**config.mk**
```make
export PLATFORM = sky130hd
export DESIGN_NAME = led_pattern_sequencer
export DESIGN_NICKNAME = d
export VERILOG_FILES = /design/src/rtl/led_pattern_sequencer.sv
export SDC_FILE = /design/constraint.sdc
export NUM_CORES = 1
export LEC_CHECK = 0
export CAP_MARGIN = 20
export CORE_ASPECT_RATIO = 0.5
export CORE_MARGIN = 4
export CORE_UTILIZATION = 35
export CTS_CLUSTER_DIAMETER = 80
export DETAILED_ROUTE_END_ITERATION = 10
export GPL_TIMING_DRIVEN = 1
export PLACE_DENSITY = 0.53
export SLEW_MARGIN = 20
export SYNTH_ARGS = -nofsm -noshare
export SYNTH_HDL_FRONTEND = slang
export SYNTH_SLANG_ARGS = --single-unit
export TNS_END_PERCENT = 5
```
**constraint.sdc**
```tcl
create_clock -name clk -period 2.5 [get_ports clk]
set_input_delay 0.75 -clock clk [delete_from_list [all_inputs] [get_ports clk]]
set_output_delay 0.75 -clock clk [all_outputs]
set_load 0.005 [all_outputs]
```
**src/rtl/led_pattern_sequencer.sv**
```systemverilog
// LED chaser: CH pattern registers step on a prescaled tick and drive a mirrored LED bar.
// Optional feature macro LED_PWM_EN adds a duty input and PWM dimming of the bar.
module led_pattern_sequencer #(
    parameter int CH    = 4,
    parameter int PLEN  = 5,
    parameter int DIV_W = 8,
    localparam int CHW  = (CH > 1) ? $clog2(CH) : 1
) (
    input  logic             clk,
    input  logic             rst_n,
    input  logic             en,
    input  logic [1:0]       mode,
    input  logic [DIV_W-1:0] div,
    input  logic             load,
    input  logic [CHW-1:0]   load_ch,
    input  logic [PLEN-1:0]  load_pat,
`ifdef LED_PWM_EN
    input  logic [3:0]       duty,
`endif
    output logic [2*CH-1:0]  leds,
    output logic             step_tick
);

    localparam int POSW = $clog2(PLEN);
    localparam logic [POSW-1:0] POS_LAST = POSW'(PLEN - 1);

    typedef enum logic [1:0] {
        MODE_RR     = 2'b00,
        MODE_RL     = 2'b01,
        MODE_BOUNCE = 2'b10,
        MODE_HOLD   = 2'b11
    } mode_e;

    typedef enum logic {
        DIR_RIGHT = 1'b0,
        DIR_LEFT  = 1'b1
    } dir_e;

    logic [DIV_W-1:0]         cnt_q, cnt_d;
    logic [POSW-1:0]          pos_q, pos_d, pos_eff;
    dir_e                     dir_q, dir_d, dir_eff;
    mode_e                    mode_prev_q;
    logic [CH-1:0][PLEN-1:0]  pat_q, pat_d;
    logic [2*CH-1:0]          leds_q, leds_d;
    logic                     step_tick_q;
    logic                     tick;
    logic                     entering;
    logic                     do_shift;
    logic                     shift_left;

    function automatic logic [PLEN-1:0] seed(input int k);
        return (PLEN'(1) << (PLEN - 1)) | (PLEN'(1) << (k % (PLEN - 1)));
    endfunction

    // Bounce position/direction restart whenever mode 10 is freshly selected.
    always_comb begin
        tick       = en && (cnt_q >= div);
        entering   = (mode == MODE_BOUNCE) && (mode_prev_q != MODE_BOUNCE);
        pos_eff    = entering ? '0 : pos_q;
        dir_eff    = entering ? DIR_RIGHT : dir_q;
        pos_d      = pos_eff;
        dir_d      = dir_eff;
        do_shift   = 1'b0;
        shift_left = 1'b0;
        cnt_d      = cnt_q;

        if (en) begin
            cnt_d = tick ? '0 : cnt_q + DIV_W'(1);
        end

        if (tick) begin
            case (mode_e'(mode))
                MODE_RR: do_shift = 1'b1;
                MODE_RL: begin
                    do_shift   = 1'b1;
                    shift_left = 1'b1;
                end
                MODE_BOUNCE: begin
                    do_shift = 1'b1;
                    if (dir_eff == DIR_RIGHT) begin
                        if (pos_eff == POS_LAST) begin
                            dir_d      = DIR_LEFT;
                            shift_left = 1'b1;
                            pos_d      = pos_eff - POSW'(1);
                        end else begin
                            pos_d = pos_eff + POSW'(1);
                        end
                    end else begin
                        if (pos_eff == '0) begin
                            dir_d = DIR_RIGHT;
                            pos_d = pos_eff + POSW'(1);
                        end else begin
                            shift_left = 1'b1;
                            pos_d      = pos_eff - POSW'(1);
                        end
                    end
                end
                default: ;
            endcase
        end

        // A load wins over the step for its own channel; out-of-range channels never match.
        for (int k = 0; k < CH; k++) begin
            pat_d[k] = pat_q[k];
            if (do_shift) begin
                pat_d[k] = shift_left ? {pat_q[k][PLEN-2:0], pat_q[k][PLEN-1]}
                                      : {pat_q[k][0], pat_q[k][PLEN-1:1]};
            end
            if (load && (load_ch == CHW'(k))) begin
                pat_d[k] = load_pat;
            end
        end

        leds_d = '0;
        for (int k = 0; k < CH; k++) begin
            leds_d[2*CH-1-k] = pat_q[k][0];
            leds_d[k]        = pat_q[k][0];
        end
    end

    always_ff @(posedge clk or negedge rst_n) begin
        if (!rst_n) begin
            cnt_q       <= '0;
            pos_q       <= '0;
            dir_q       <= DIR_RIGHT;
            mode_prev_q <= MODE_RR;
            leds_q      <= '0;
            step_tick_q <= 1'b0;
            for (int k = 0; k < CH; k++) begin
                pat_q[k] <= seed(k);
            end
        end else begin
            cnt_q       <= cnt_d;
            pos_q       <= pos_d;
            dir_q       <= dir_d;
            mode_prev_q <= mode_e'(mode);
            leds_q      <= leds_d;
            step_tick_q <= tick;
            pat_q       <= pat_d;
        end
    end

    assign step_tick = step_tick_q;

`ifdef LED_PWM_EN
    logic [3:0] pwm_cnt_q;

    always_ff @(posedge clk or negedge rst_n) begin
        if (!rst_n) begin
            pwm_cnt_q <= '0;
        end else begin
            pwm_cnt_q <= pwm_cnt_q + 4'd1;
        end
    end

    assign leds = leds_q & {(2*CH){pwm_cnt_q < duty}};
`else
    assign leds = leds_q;
`endif

endmodule

```
==> flow_summary_export.csv <==
group,metric,value,unit
outcome,status,"complete, no violations",
pwr,p_per_area,764,nW/um^2
sta,rsz0062_at_grt,"yes",
yosys,synth_seq_area_share,39.4,%
setup_path,startpoint,"div[5]",
sta,finalSetupViolCount,0,
sta,drv_slew,0,
global_routing,grt_usage,14.4,%
pwr,peakVddDrop,0.303,mV
layout,syn_to_final_growth,33.7,%
placement,hpwl,3.77,mm
routing,vias_per_cell,5.12,
sta,period_share,99.1,%
yosys,syn_area_per_cell,9.61,um^2
setup_path,path_class,"primary input to flip-flop",
layout,num_antenna_cells,0,
flow_run,cap_violations,0,
layout,final_cell_area,3340,um^2
yosys,muxShareOfSynthArea,10.1,%
yosys,syn_nets,297,
pwr,p_sw_share,29.3,%
sta,relSlewSlack,66.0,%
yosys,synth_top_family_by_area,"compound AO/OA/AOI/OAI gates",
setup_path,crit_required,2.70,ns
floorplan,core,6810,um^2
clock_network,clock_latency,0.28,ns
floorplan,ioPinCount,30,
routing,dr.pass1.iters,5,
yosys,synth.area.top_cells,"dfrtp_1 (31%), mux2i_1 (9.6%), dfstp_2 (8.4%)",
routing,remaining_drc_errors,0,
sta,worst_slew_pin_slew,0.510,ns
global_routing,grt_pass1_vias,2064,
yosys,yosys.area.top_type_share,31.0,%
layout,nets,343,
yosys,syn_area,2500,um^2
global_routing,grt_max_degree,42,
routing,drt-total-wl,5.78,mm
yosys,synthSimpleGateAreaFrac,11.5,%
yosys,yosys.area.top_type,"dfrtp_1",
layout,drive_above_1_share,21.2,%
yosys,synth_edf_count,0,
yosys,synth_compound_area_share,22.4,%
pwr,internal_power,0.00181,W
routing,wl_per_cell,14.5,um
clock_network,cts_buffers,5,
setup_path,r2r-end,"pos_q[2]",
yosys,synth_cells,260,
clock_network,htree_levels,2,
routing,ant_nets,0,
placement,gp_congestion,0.766,
yosys,synthFlopType,"dfrtp_1",
sta,final.setup.worst_slack,0.0229,ns
clock_network,cts_tree,"yes",
pwr,power.share.sequential,38.4,%
placement,portBuffers,29,
floorplan,die_h,67.8,um
setup_path,r2r_slack,0.19,ns
yosys,synth_fa_ha_area_share,8.01,%
global_routing,grt_pass1_wl,9.76,mm
floorplan,initial_utilization,36.7,%
setup_path,crit_fanout,6,
yosys,synthArstFlopShare,100,%
sta,fmax,404,MHz
setup_path,critical_path_arrival,2.68,ns
setup_path,rr_worst_depth,15,
sta,fin_crit,2.48,ns
placement,dpl_worst_slack,-0.573,ns
floorplan,num_rows,21,
floorplan,die_w,128,um
floorplan,die-area,8640,um^2
clock_network,clk_pin_slew_worst_paths,0.06,ns
placement,place_area,2970,um^2
global_routing,grt_overflow,0,
pwr,pwr-share-clk,32.0,%
global_routing,grt_antenna_before_repair,0,
yosys,synth-seq-cells,39,
setup_path,timing.rr.start,"mode_prev_q[0]",
sta,hold_viol_final,0,
yosys,synth-xor-area-share,1.75,%
layout,post-route-util,49.1,%
clock_network,cts_buffer_depth,2,
pwr,p_switching,0.000749,W
clock_network,holdBufCountCts,0,
routing,drtIter0Drc,110,
setup_path,crit_end,"pos_q[1]",
worst_hold_path,min_path_type,"flip-flop to flip-flop",
pwr,power_leakage,1.60,nW
yosys,ys_types,42,
clock_network,cts_root_buffer,"clkbuf_16",
sta,skew,0.00501,ns
yosys,synth.top_cells.by_count,"dfrtp_1 (31), nand2_1 (31), mux2i_1 (24), a21oi_1 (22), a31o_1 (20)",
routing,num_vias,2042,
setup_path,start_kind,"primary input",
clock_network,cts.sinks,39,
setup_path,end_kind,"flip-flop",
pwr,combPwrFrac,29.7,%
yosys,ys_warn_count,0,
routing by layer:
layer	share of wire, %	wire length, um	GRT usage (%)
met1	49	2850	18.6
met2	46	2650	24.0
met3	3.3	188	3.08
met4	1.5	85	5.21
met5	0	0	0
area by class of cell:
type | count | area, um^2
multi-input cells | 186 | 1420
fillers | 632 | 3460
well taps | 92 | 115
clock buffers | 6 | 129
flip-flops and latches | 39 | 986
inverters | 17 | 63.8
repair buffers | 57 | 571
clock inverters | 2 | 60.1
per-stage QoR:
step,instances,setup TNS [ns],hold slack (ns),total power (W)
floorplan,260,0,0.394,0.00147
global placement,380,-12.14,0.417,0.00170
detailed placement,380,-13.63,0.418,0.00172
CTS,399,0,0.426,0.00258
global route,399,-0.236,0.435,0.00272
finish,399,0,0.426,0.00255
worst min path at each step:
stage                   start      end  slack, ns  cells past startpoint
detailed placement  leds_d[0]  leds[0]       0.42                      0
global placement    leds_d[0]  leds[0]       0.42                      0
CTS                 leds_d[0]  leds[0]       0.43                      0
floorplan           leds_d[3]  leds[4]       0.39                      0
global route        leds_d[0]  leds[0]       0.43                      0
finish              leds_d[0]  leds[0]       0.43                      0
layout by cell type, fill, tap and decap left out, drive strengths merged, types with 2 or more instances in the layout:
master	Yosys	routed
buf	10	31
nand2b	3	3
clkbuf	8	6
o21ai	26	26
inv	17	17
xnor2	3	3
nor2b	2	2
and4b	2	2
nor3	2	2
ha	16	16
nand2	31	31
a21o	3	3
dfstp	8	8
o21a	2	2
xor2	2	2
nand4	2	2
mux2i	24	24
a21oi	22	22
clkdlybuf4s50	0	26
bufinv	0	2
and3	3	3
nor2	8	8
a31o	20	20
dfrtp	31	31
nand3	2	2
logic make-up after synthesis:
kind of cell	after synthesis
AO/OA/AOI/OAI	81
adder cells (fa/ha/maj)	16
flip-flops	39
AND/OR/NAND/NOR	59
multiplexers	25
buffers and inverters	35
XOR/XNOR	5
critical path: stages:
cell and delay (ns):
clkdlybuf4s50_1 0.46, inv_1 0.04, ha_1 0.29, nand4_1 0.17, o31a_1 0.43, nor2_1 0.30, mux2i_1 0.23
registers in the layout, summed over array words and instances (netlist names):
name / count
cnt_q: 8
dir_q: 1
leds: 4
leds_d: 4
mode_prev_q: 2
pat_q: 16
pos_q: 3
step_tick: 1
power by group through the flow:
stage / Combinational, W / Clock [W] / Sequential, W
after floorplan: 0.000528 / 0 / 0.000939
after detailed placement: 0.000741 / 0 / 0.000984
final: 0.000758 / 0.000817 / 0.000980
after global placement: 0.000721 / 0 / 0.000982
after CTS: 0.000767 / 0.000839 / 0.000978
after global routing: 0.000850 / 0.000869 / 0.00100
timing repair:
item / 4_1_cts / 5_1_grt
setup buffers: 9 / 0
pin swaps: 14 / 9
gates cloned: 2 / 0
resized for setup: 22 / 2
endpoints found under the setup margin: 22 / 28
Note: power is estimated with default switching activity, not from simulation.
